<file path="src/rtl/data_serializer.sv">
// data_serializer: streams loaded blocks as big-endian words with byte keeps and last marking; DATA_SERIALIZER_SKID_EN adds a one-block skid buffer
module data_serializer #(
  parameter int BLOCK_WIDTH = 128,
  parameter int WORD_WIDTH = 32
) (
  input  logic                              clk,
  input  logic                              rst,
  input  logic                              load_valid,
  output logic                              load_ready,
  input  logic [BLOCK_WIDTH-1:0]            load_data,
  input  logic [$clog2(BLOCK_WIDTH/8):0]    load_nbytes,
  input  logic                              load_last,
  output logic                              out_valid,
  input  logic                              out_ready,
  output logic [WORD_WIDTH-1:0]             out_data,
  output logic [WORD_WIDTH/8-1:0]           out_keep,
  output logic                              out_last
);
  localparam int NB = BLOCK_WIDTH / 8;
  localparam int WB = WORD_WIDTH / 8;
  localparam int NBW = $clog2(NB) + 1;
  localparam int CW = $clog2(BLOCK_WIDTH / WORD_WIDTH) + 1;
  typedef enum logic {IDLE, SEND} state_t;
  state_t state;
  logic [BLOCK_WIDTH-1:0] sr, src_d, src_m;
  logic [NBW-1:0] rem, src_n, nb_c;
  logic [CW-1:0] cnt, w, cnt_n;
  logic last_q, src_l, src_v, load_fire, xfer, fin, take;
  assign out_valid = state == SEND;
  assign out_data = sr[BLOCK_WIDTH-1 -: WORD_WIDTH];
  assign out_last = last_q && cnt == CW'(1);
  assign load_fire = load_valid && load_ready;
  assign xfer = out_valid && out_ready;
  assign fin = xfer && cnt == CW'(1);
  assign take = state == IDLE || fin;
`ifdef DATA_SERIALIZER_SKID_EN
  logic full, buf_l;
  logic [BLOCK_WIDTH-1:0] buf_d;
  logic [NBW-1:0] buf_n;
  assign load_ready = !full;
  assign src_v = full || load_fire;
  assign src_d = full ? buf_d : load_data;
  assign src_n = full ? buf_n : load_nbytes;
  assign src_l = full ? buf_l : load_last;
  always_ff @(posedge clk)
    if (rst) begin
      full <= 1'b0;
      buf_d <= '0;
      buf_n <= '0;
      buf_l <= 1'b0;
    end else if (take) full <= 1'b0;
    else if (load_fire) begin
      full <= 1'b1;
      buf_d <= load_data;
      buf_n <= load_nbytes;
      buf_l <= load_last;
    end
`else
  assign load_ready = state == IDLE;
  assign src_v = load_fire;
  assign src_d = load_data;
  assign src_n = load_nbytes;
  assign src_l = load_last;
`endif
  always_comb begin
    nb_c = src_n > NBW'(NB) ? NBW'(NB) : src_n;
    w = CW'((int'(nb_c) + WB - 1) / WB);
    cnt_n = (w == '0 && src_l) ? CW'(1) : w;
    src_m = src_d;
    for (int i = 0; i < NB; i++)
      if (i >= int'(nb_c)) src_m[BLOCK_WIDTH-1-8*i -: 8] = 8'h0;
    out_keep = '0;
    for (int j = 0; j < WB; j++)
      out_keep[WB-1-j] = j < int'(rem);
  end
  always_ff @(posedge clk)
    if (rst) begin
      state <= IDLE;
      sr <= '0;
      rem <= '0;
      cnt <= '0;
      last_q <= 1'b0;
    end else if (take && src_v) begin
      sr <= src_m;
      rem <= nb_c;
      cnt <= cnt_n;
      last_q <= src_l;
      state <= cnt_n != '0 ? SEND : IDLE;
    end else if (xfer) begin
      sr <= sr << WORD_WIDTH;
      rem <= rem > NBW'(WB) ? rem - NBW'(WB) : '0;
      cnt <= cnt - CW'(1);
      state <= fin ? IDLE : SEND;
    end
endmodule

</file>
<file path="config.mk">
export PLATFORM = sky130hd
export DESIGN_NAME = data_serializer
export DESIGN_NICKNAME = d
export VERILOG_FILES = /design/src/rtl/data_serializer.sv
export SDC_FILE = /design/constraint.sdc
export NUM_CORES = 1
export LEC_CHECK = 0
export CAP_MARGIN = 20
export CORE_MARGIN = 3
export CORE_UTILIZATION = 50
export CTS_CLUSTER_SIZE = 14
export DETAILED_ROUTE_END_ITERATION = 16
export GPL_ROUTABILITY_DRIVEN = 0
export GPL_TIMING_DRIVEN = 0
export PLACE_DENSITY_LB_ADDON = 0.15
export SETUP_SLACK_MARGIN = 0.3
export SLEW_MARGIN = 10
export SYNTH_ARGS = -nofsm -noshare
export SYNTH_HDL_FRONTEND = slang
export SYNTH_SLANG_ARGS = --single-unit
</file>
<file path="constraint.sdc">
create_clock -name clk -period 1.8 [get_ports clk]
set_clock_uncertainty 0.1 [all_clocks]
set_input_delay 0.27 -clock clk [delete_from_list [all_inputs] [get_ports clk]]
set_output_delay 0.27 -clock clk [all_outputs]
set_load 0.05 [all_outputs]
</file>
==> flow_summary.html, run 1 <==
<table>
<tr><th>Metric</th><th>Value</th></tr>
<tr><th colspan="2">Synth</th></tr>
<tr><td>Avg Synthesized Cell Area</td><td>8.74 um^2</td></tr>
<tr><td>Proportion of synthesized area in mux cells</td><td>a little under a tenth</td></tr>
<tr><td>Cell variety after synth</td><td>55</td></tr>
<tr><td>Register area share after synthesis</td><td>38.8%</td></tr>
<tr><td>Gate Count Post-Synth</td><td>815</td></tr>
<tr><td>Fraction of the mapped netlist area in compound gates</td><td>28.9%</td></tr>
<tr><td>Simple-Gate Fraction of Synth Area</td><td>about an eighth</td></tr>
<tr><td>Register bit count reported by yosys</td><td>138</td></tr>
<tr><td>Share of synthesized registers carrying an async set or reset</td><td>0%</td></tr>
<tr><td>Number of enable flip-flop cells after synthesis</td><td>0</td></tr>
<tr><td>Xor/xnor share of the synthesized area</td><td>0.246%</td></tr>
<tr><td>Synth Flop Type</td><td>dfxtp_1</td></tr>
<tr><td>Synthesized netlist net count</td><td>about 960</td></tr>
<tr><td>Area of the mapped netlist</td><td>7130 um^2</td></tr>
<tr><td>Main combinational cell family by area after synthesis</td><td>compound AO/OA/AOI/OAI gates</td></tr>
<tr><td>Synthesis warning total</td><td>0</td></tr>
<tr><td>Synthesized-area fraction occupied by adder cells</td><td>0.702%</td></tr>
<tr><th colspan="2">Pwr</th></tr>
<tr><td>Leakage component of the power</td><td>4.13 nW</td></tr>
<tr><td>Peak supply drop</td><td>0.561 mV</td></tr>
<tr><td>Cell internal pwr</td><td>6.64 mW</td></tr>
<tr><td>Clock network fraction of design power</td><td>37.9%</td></tr>
<tr><td>Switching power summed over all nets</td><td>2.77 mW</td></tr>
<tr><td>Logic gate share of total power</td><td>24.7%</td></tr>
<tr><td>Power share of the sequential group</td><td>between 30% and 40%</td></tr>
<tr><td>Fraction of power spent switching nets</td><td>between 20 and 30%</td></tr>
<tr><td>Total power of the final layout</td><td>9.41 mW</td></tr>
<tr><td>Power density of the placed cells</td><td>about 900 nW/um^2</td></tr>
<tr><th colspan="2">Die</th></tr>
<tr><td>Area of the core region</td><td>13600 um^2</td></tr>
<tr><td>Ports placed on the boundary</td><td>177</td></tr>
<tr><td>Standard-cell row count</td><td>42</td></tr>
<tr><td>Die height</td><td>125 um</td></tr>
<tr><td>Effective utilization at floorplan</td><td>52.4%</td></tr>
<tr><td>Full die area</td><td>around 16000 um^2</td></tr>
<tr><td>Overall die width</td><td>125 um</td></tr>
<tr><th colspan="2">Clocking</th></tr>
<tr><td>Clock insertion delay at the later pin of the skew report</td><td>about 430 ps</td></tr>
<tr><td>Cts bufs inserted</td><td>17</td></tr>
<tr><td>Maximum number of buffers from clock root to sink</td><td>2</td></tr>
<tr><td>Root buf cell</td><td>clkbuf_16</td></tr>
<tr><td>Clock input transition at the sequential cells of the worst setup and hold paths</td><td>60 ps</td></tr>
<tr><td>CTS tree</td><td>built</td></tr>
<tr><td>CTS H-tree depth</td><td>4</td></tr>
<tr><td>Sinks on the clock net</td><td>138</td></tr>
<tr><td>Number of hold buffers added after CTS</td><td>0</td></tr>
<tr><th colspan="2">Finish</th></tr>
<tr><td>Most common cell after layout, fill and taps aside</td><td>clkdlybuf4s50_1</td></tr>
<tr><td>Fraction of layout cells with a size suffix above 1</td><td>between 20% and 30%</td></tr>
<tr><td>Synthesis-to-finish area growth</td><td>43.6%</td></tr>
<tr><td>Antenna Diode Count</td><td>0</td></tr>
<tr><td>Count of filler cells inserted in the layout</td><td>1016</td></tr>
<tr><td>Net count reported at finish</td><td>1163</td></tr>
<tr><td>Non-filler instance count after layout</td><td>1210</td></tr>
<tr><td>Top library cells by usage in the layout, fill and taps aside</td><td>clkdlybuf4s50_1 (129), dfxtp_1 (126), buf_4 (89), mux2i_1 (63), a21oi_1 (59)</td></tr>
<tr><th colspan="2">Critical path</th></tr>
<tr><td>Highest-delay cell along the critical path</td><td>or3_1</td></tr>
<tr><td>Arrival time reported for the critical path endpoint</td><td>between 1500 and 2000 ps</td></tr>
<tr><td>Data required time at the worst endpoint</td><td>1430 ps</td></tr>
<tr><td>Startpoint of the worst setup timing path</td><td>rem[2]</td></tr>
<tr><td>Worst setup path class</td><td>flop to output port</td></tr>
<tr><td>Critical Path Start Type</td><td>flop</td></tr>
<tr><td>Reg2Reg Setup Slack</td><td>-110 ps</td></tr>
<tr><td>Slowest stage delay, CP</td><td>370 ps</td></tr>
<tr><td>Count of cells along the worst register-to-register path</td><td>8</td></tr>
<tr><td>Setup crit end kind</td><td>output port</td></tr>
<tr><td>R2r startpoint</td><td>rem[2]</td></tr>
<tr><td>Destination of the worst register-to-register timing path</td><td>rem[0]</td></tr>
<tr><td>Crit-path cells</td><td>or3_1, clkbuf_8, or3_4, buf_8</td></tr>
<tr><td>Highest net fanout along the worst path</td><td>4</td></tr>
<tr><td>Last element of the critical path</td><td>out_keep[3]</td></tr>
<tr><th colspan="2">Global route</th></tr>
<tr><td>Global-route wire length before repair</td><td>38300 um</td></tr>
<tr><td>Remaining global-route overflow</td><td>0</td></tr>
<tr><td>Initial antenna violation count</td><td>0</td></tr>
<tr><td>Via count of the first global-routing pass</td><td>7127</td></tr>
<tr><td>Pin count of the biggest net entering global routing</td><td>17</td></tr>
<tr><td>Overall routing resource usage</td><td>a little under a third</td></tr>
<tr><th colspan="2">STA</th></tr>
<tr><td>Normalized max-slew margin</td><td>49.4%</td></tr>
<tr><td>Slew at the pin closest to its max-slew limit</td><td>between 700 and 800 ps</td></tr>
<tr><td>Setup violators final</td><td>6</td></tr>
<tr><td>Maximum frequency from static timing analysis</td><td>0.470 GHz</td></tr>
<tr><td>Setup repair after global routing missed its margin</td><td>true</td></tr>
<tr><td>Final Hold Fails</td><td>0</td></tr>
<tr><td>Final critical-path share of the clock period</td><td>118%</td></tr>
<tr><td>Worst Slack Setup Final</td><td>-329 ps</td></tr>
<tr><td>Final Max Slew Viols</td><td>0</td></tr>
<tr><td>Hold WS</td><td>305 ps</td></tr>
<tr><td>Time the final worst path needs with I/O delays and setup</td><td>roughly 2100 ps</td></tr>
<tr><th colspan="2">Placed design</th></tr>
<tr><td>Quantity of I/O buffers inserted on ports</td><td>172</td></tr>
<tr><td>Placed Instances</td><td>between 1k and 1.5k</td></tr>
<tr><td>Post-DP HPWL</td><td>17400 um</td></tr>
<tr><td>Setup slack after placement</td><td>-472 ps</td></tr>
<tr><th colspan="2">Drt</th></tr>
<tr><td>Detailed router's first-iteration violation count</td><td>1019</td></tr>
<tr><td>1st-pass router iterations</td><td>6</td></tr>
<tr><td>Total wire length</td><td>25100 um</td></tr>
<tr><td>Wire per inst</td><td>20.7 um</td></tr>
<tr><td>Routed vias</td><td>around 7.6k</td></tr>
<tr><td>Remaining antenna violation count</td><td>0</td></tr>
<tr><td>DRC violations left</td><td>0</td></tr>
<tr><td>Vias/cell</td><td>6.29</td></tr>
<tr><th colspan="2">Status</th></tr>
<tr><td>Status</td><td>finished with violations</td></tr>
<tr><td>Violated checks</td><td>negative setup slack</td></tr>
<tr><th colspan="2">Flow run</th></tr>
<tr><td>Maximum Capacitance Violations</td><td>0</td></tr>
<tr><th colspan="2">Min path</th></tr>
<tr><td>Worst hold-check path type</td><td>input pin to flop</td></tr>
</table>
-- how the worst min path moves through the flow --
stage / start / end / cells after the start
after floorplan: load_last / last_q / 2
after global placement: sr[25] / sr[25] / 2
after detailed placement: sr[25] / sr[25] / 2
after CTS: rst / sr[107] / 2
after global routing: load_nbytes[0] / rem[0] / 3
final: load_data[126] / sr[126] / 3
-- stage by stage --
stage          TNS (ps)  util [%]  cell area, um^2
2_1_floorplan         0         -             7160
3_3_place_gp     -34660      66.8             9100
3_5_place_dp     -36530      66.8             9100
4_1_cts           -1130      72.9             9920
5_1_grt           -1540      75.2            10200
6_report          -1340      75.2            10200
-- power groups by stage --
stage	clock [mW]	combinational, mW	sequential (mW)
after detailed placement	0	2.03	3.55
after CTS	3.56	2.16	3.50
after global placement	0	2.00	3.55
after global routing	3.66	2.47	3.53
final	3.57	2.32	3.52
after floorplan	0	1.31	3.48
-- kinds of logic (layout without fill, tap and decap cells) --
family / Yosys count / after routing
fa+ha+maj: 4 / 4
mux: 65 / 65
simple gates: 180 / 180
buf+inv: 130 / 349
flops: 138 / 138
compound gates: 296 / 296
xor+xnor: 2 / 2
-- routing by layer --
metal  vias up  routed length [um]  global-route usage [%]
met4         0                 555                    10.6
li1       3489                   -                       -
met1      3592               10400                    42.7
met2       472               11400                    45.4
met3        57                2740                    7.42
met5         -                   0                       0
-- cell type report --
cell class                      count  area, um^2  area share, %
Buffer                            122         858           8.39
Timing Repair Buffer              187        1820           17.7
Tap cell                          176         220           2.15
Clock buffer                       25         517           5.05
Inverter                            8        33.8          0.330
Sequential cell                   138        2780           27.2
Clock inverter                      7        85.1          0.831
Multi-Input combinational cell    547        3930           38.3
-- state kept, by name (all words and copies together), names as in the netlist --
register / cells
out_valid: 1
last_q: 1
rem: 5
cnt: 3
sr: 128
-- worst max-delay path: cells and delay by family (launching register included) --
| kind | cells | cell delay [ps] |
|---|---|---|
| buf+inv | 2 | 320 |
| flops | 1 | 320 |
| simple gates | 2 | 700 |
-- synth_stat cells, drive strengths merged, types with 17 or more instances --
| master | instances | area share, % |
|---|---|---|
| a2111oi | 17 | 2.1 |
| a211o | 25 | 3.1 |
| a211oi | 34 | 3.6 |
| a21oi | 66 | 4.6 |
| a221oi | 25 | 3.1 |
| buf | 81 | 7.1 |
| clkbuf | 41 | 2.2 |
| dfxtp | 138 | 39 |
| mux2i | 64 | 9.0 |
| nand3 | 26 | 1.8 |
| nor2 | 59 | 3.1 |
| nor3 | 42 | 2.9 |
| o21ai | 50 | 3.5 |
-- what timing repair did --
action / 4_1_cts / 5_1_grt
gates resized for setup: 330 / 90
pin swaps: 17 / 19
cloned: 1 / 1
setup buffers: 6 / 7
setup endpoints to repair: 176 / 129
No activity file was read; power rests on OpenSTA's default activity.
==> run 2, diff against run 1 <==
CELL_PAD_IN_SITES_DETAIL_PLACEMENT = 0   (was default)
CELL_PAD_IN_SITES_GLOBAL_PLACEMENT = 1   (was default)
CORE_UTILIZATION = 37   (was 50)
==> run 2 against run 1 <==
Compared with the run above: the flow still finishes with violations (negative setup slack); die area up 33%; first-iteration DRC count shrank 54%; utilization down 21 points; clock-buffer cell count fell by 7; worst setup slack worse by 1.8 ps; via count is 5.2% lower; final cell count grew 6.9%; global-route usage down 6.7 points; critical path depth stayed put; routed wire length rose by 0.18%; flip-flop and latch count unchanged; critical path type unchanged; critical endpoint unchanged.
==> flow_summary.html, run 2 (synthesis gave the netlist of run 1 again) <==
<table>
<tr><th>Metric</th><th>Value</th></tr>
<tr><th colspan="2">Status</th></tr>
<tr><td>Status</td><td>finished with violations</td></tr>
<tr><td>Violated checks</td><td>negative setup slack</td></tr>
<tr><th colspan="2">Finish</th></tr>
<tr><td>Non-filler instance count after layout</td><td>1294 (+6.9%)</td></tr>
<tr><td>Synthesis-to-finish area growth</td><td>44.1%</td></tr>
<tr><td>Net count reported at finish</td><td>1162 (-0.086%)</td></tr>
<tr><td>Fraction of layout cells with a size suffix above 1</td><td>24.9% (+0.31 points)</td></tr>
<tr><td>Count of filler cells inserted in the layout</td><td>1762 (+73%)</td></tr>
<tr><td>FF+latch area</td><td>2790 um^2 (+0.27%)</td></tr>
<tr><td>Largest register FFs</td><td>128 (unchanged)</td></tr>
<tr><td>Top library cells by usage in the layout, fill and taps aside</td><td>clkdlybuf4s50_1 (129), dfxtp_1 (120), buf_4 (89), a21oi_1 (65), mux2i_1 (63)</td></tr>
<tr><td>Area taken by multi-input logic gates</td><td>3910 um^2 (-0.41%)</td></tr>
<tr><td>Leading registers by flop count</td><td>sr: 128 flops, rem: 5 flops, cnt: 3 flops</td></tr>
<tr><td>Largest reg by FF count</td><td>sr</td></tr>
<tr><td>Most common cell after layout, fill and taps aside</td><td>clkdlybuf4s50_1</td></tr>
<tr><th colspan="2">Drt</th></tr>
<tr><td>Detailed router's first-iteration violation count</td><td>473 (-54%)</td></tr>
<tr><td>Met3 WL post-DR</td><td>1660 um (-39%)</td></tr>
<tr><td>Routed vias</td><td>7213 (-5.2%)</td></tr>
<tr><td>Wire length on met1</td><td>11700 um (+12%)</td></tr>
<tr><td>Met2 wire len</td><td>11300 um (-0.35%)</td></tr>
<tr><td>DRC violations left</td><td>0 (unchanged)</td></tr>
<tr><td>Top sig layer</td><td>met4</td></tr>
<tr><td>Remaining antenna violation count</td><td>0 (unchanged)</td></tr>
<tr><td>Vias/cell</td><td>5.57 (-11%)</td></tr>
<tr><td>Total wire length</td><td>25100 um (+0.18%)</td></tr>
<tr><td>1st-pass router iterations</td><td>5 (-1)</td></tr>
<tr><td>Wire per inst</td><td>19.4 um (-6.3%)</td></tr>
<tr><th colspan="2">Placed design</th></tr>
<tr><td>Setup slack after placement</td><td>-512 ps (-40.3 ps)</td></tr>
<tr><td>Placed Instances</td><td>1247 (+7.2%)</td></tr>
<tr><td>Quantity of I/O buffers inserted on ports</td><td>172 (unchanged)</td></tr>
<tr><td>Post-DP HPWL</td><td>18600 um (+6.9%)</td></tr>
<tr><th colspan="2">Critical path</th></tr>
<tr><td>Cell family with most CP delay</td><td>simple AND/OR/NAND/NOR gates</td></tr>
<tr><td>Last element of the critical path</td><td>out_keep[3]</td></tr>
<tr><td>Startpoint of the worst setup timing path</td><td>rem[3]</td></tr>
<tr><td>Arrival time reported for the critical path endpoint</td><td>1760 ps (about the same)</td></tr>
<tr><td>Destination of the worst register-to-register timing path</td><td>rem[1]</td></tr>
<tr><td>Highest net fanout along the worst path</td><td>4 (unchanged)</td></tr>
<tr><td>Critical Path Start Type</td><td>flop</td></tr>
<tr><td>Setup crit end kind</td><td>output port</td></tr>
<tr><td>CP Buf/Inv Count</td><td>2 (unchanged)</td></tr>
<tr><td>Reg2Reg Setup Slack</td><td>50 ps (+160 ps)</td></tr>
<tr><td>Data required time at the worst endpoint</td><td>1430 ps (about the same)</td></tr>
<tr><td>Cell count along the critical path</td><td>4 (unchanged)</td></tr>
<tr><td>R2r startpoint</td><td>rem[3]</td></tr>
<tr><td>Crit-path cells</td><td>or3_1, clkbuf_8, or3_4, buf_8</td></tr>
<tr><td>Highest-delay cell along the critical path</td><td>or3_1</td></tr>
<tr><td>Count of cells along the worst register-to-register path</td><td>6 (-2)</td></tr>
<tr><td>Slowest stage delay, CP</td><td>370 ps (about the same)</td></tr>
<tr><td>Worst setup path class</td><td>flop to output port</td></tr>
<tr><th colspan="2">Die</th></tr>
<tr><td>Die height</td><td>145 um (+15%)</td></tr>
<tr><td>Overall die width</td><td>145 um (+15%)</td></tr>
<tr><td>Ports placed on the boundary</td><td>177 (unchanged)</td></tr>
<tr><td>Area of the core region</td><td>18800 um^2 (+38%)</td></tr>
<tr><td>Full die area</td><td>21000 um^2 (+33%)</td></tr>
<tr><td>Standard-cell row count</td><td>50 (+19%)</td></tr>
<tr><td>Effective utilization at floorplan</td><td>37.8% (-15 points)</td></tr>
<tr><th colspan="2">STA</th></tr>
<tr><td>Final critical-path share of the clock period</td><td>118% (about the same)</td></tr>
<tr><td>Worst Slack Setup Final</td><td>-330 ps (-1.79 ps)</td></tr>
<tr><td>Time the final worst path needs with I/O delays and setup</td><td>2130 ps (+1.79 ps)</td></tr>
<tr><td>Slew at the pin closest to its max-slew limit</td><td>700 ps (-59.2 ps)</td></tr>
<tr><td>Hold WS</td><td>302 ps (-2.51 ps)</td></tr>
<tr><td>Normalized max-slew margin</td><td>53.3% (+3.9 points)</td></tr>
<tr><td>Final Hold Fails</td><td>0 (unchanged)</td></tr>
<tr><td>Maximum frequency from static timing analysis</td><td>0.469 GHz (about the same)</td></tr>
<tr><td>Setup repair after global routing missed its margin</td><td>true</td></tr>
<tr><td>Final Max Slew Viols</td><td>0 (unchanged)</td></tr>
<tr><td>Setup violators final</td><td>4 (-2)</td></tr>
<tr><th colspan="2">Clocking</th></tr>
<tr><td>Clock insertion delay at the later pin of the skew report</td><td>430 ps (about the same)</td></tr>
<tr><td>Cts bufs inserted</td><td>17 (unchanged)</td></tr>
<tr><td>CTS H-tree depth</td><td>4 (unchanged)</td></tr>
<tr><td>Clock input transition at the sequential cells of the worst setup and hold paths</td><td>60 ps (about the same)</td></tr>
<tr><td>Number of hold buffers added after CTS</td><td>0 (unchanged)</td></tr>
<tr><td>Maximum number of buffers from clock root to sink</td><td>2 (unchanged)</td></tr>
<tr><td>CTS tree</td><td>built</td></tr>
<tr><td>Sinks on the clock net</td><td>138 (unchanged)</td></tr>
<tr><td>Root buf cell</td><td>clkbuf_16</td></tr>
<tr><th colspan="2">Global route</th></tr>
<tr><td>Via count of the first global-routing pass</td><td>7016 (-1.6%)</td></tr>
<tr><td>Remaining global-route overflow</td><td>0 (unchanged)</td></tr>
<tr><td>Pin count of the biggest net entering global routing</td><td>17 (unchanged)</td></tr>
<tr><td>Initial antenna violation count</td><td>1 (+1)</td></tr>
<tr><td>Global-route wire length before repair</td><td>38700 um (+0.92%)</td></tr>
<tr><td>Overall routing resource usage</td><td>23.6% (-6.7 points)</td></tr>
<tr><th colspan="2">Min path</th></tr>
<tr><td>Worst hold-check path type</td><td>input pin to flop</td></tr>
<tr><th colspan="2">Pwr</th></tr>
<tr><td>Peak supply drop</td><td>0.645 mV (+15%)</td></tr>
<tr><td>Power density of the placed cells</td><td>891 nW/um^2 (-3.1%)</td></tr>
<tr><td>Leakage component of the power</td><td>4.08 nW (-1.3%)</td></tr>
<tr><th colspan="2">Flow run</th></tr>
<tr><td>Maximum Capacitance Violations</td><td>0 (unchanged)</td></tr>
</table>
-- run 2: changes by cell type in the layout (fill, tap and decap cells not counted), sizes merged, moves of 2 or more --
| cell | delta |
|---|---|
| clkinvlp | +3 |
| clkinv | +2 |
| inv | +3 |
| buf | +5 |
| clkbuf | -13 |
-- run 2: worst min-delay path by stage --
stage                        start  endpoint  slack (ps)  depth (start not counted)
CTS                            rst    sr[78]         200                          2
global placement            sr[28]    sr[28]         340                          2
floorplan                load_last    last_q         310                          2
detailed placement          last_q    last_q         350                          2
global route        load_data[125]   sr[125]         310                          3
finish              load_data[124]   sr[124]         300                          3
-- run 2: area by class of cell --
cell class	count	share of cell area, %
repair buffers	186	17.5
well taps	260	3.17
flip-flops and latches	138	27.1
diodes	1	0.0244
inverters	8	0.353
clock inverters	14	1.18
plain buffers	122	8.27
multi-input cells	547	38.1
clock buffers	18	4.28
-- run 2: through the flow --
step	util [%]	total power [mW]	area, um^2	TNS (ps)
finish	54.5	9.16	10300	-1040
global route	54.5	9.53	10300	-1200
CTS	52.6	9.03	9910	-1080
detailed placement	48.9	5.61	9200	-41940
global placement	48.9	5.59	9200	-39330
floorplan	-	4.79	7160	0
-- run 2: where the power goes --
| group | total [mW] | leakage [nW] | internal, mW | switching [mW] |
|---|---|---|---|---|
| combinational | 2.28 | 2.66 | 1.06 | 1.23 |
| sequential | 3.50 | 1.14 | 3.30 | 0.194 |
| clock | 3.38 | 0.273 | 1.94 | 1.44 |
-- run 2: tightest hold or removal path: stages --
cell and delay (ps):
clkdlybuf4s50_1 390, o21ai_0 70, a21oi_1 60
-- run 2: timing repair --
item | CTS | global route
setup endpoints to repair | 176 | 141
pin swaps | 9 | 12
buffers inserted | 9 | 3
gates cloned | 0 | 2
gates resized for setup | 313 | 114
-- run 2: per-layer routing --
layer	global-route usage (%)	vias up
li1	-	3489
met4	7.12	0
met3	4.01	32
met5	0	-
met2	36.2	258
met1	34.0	3434
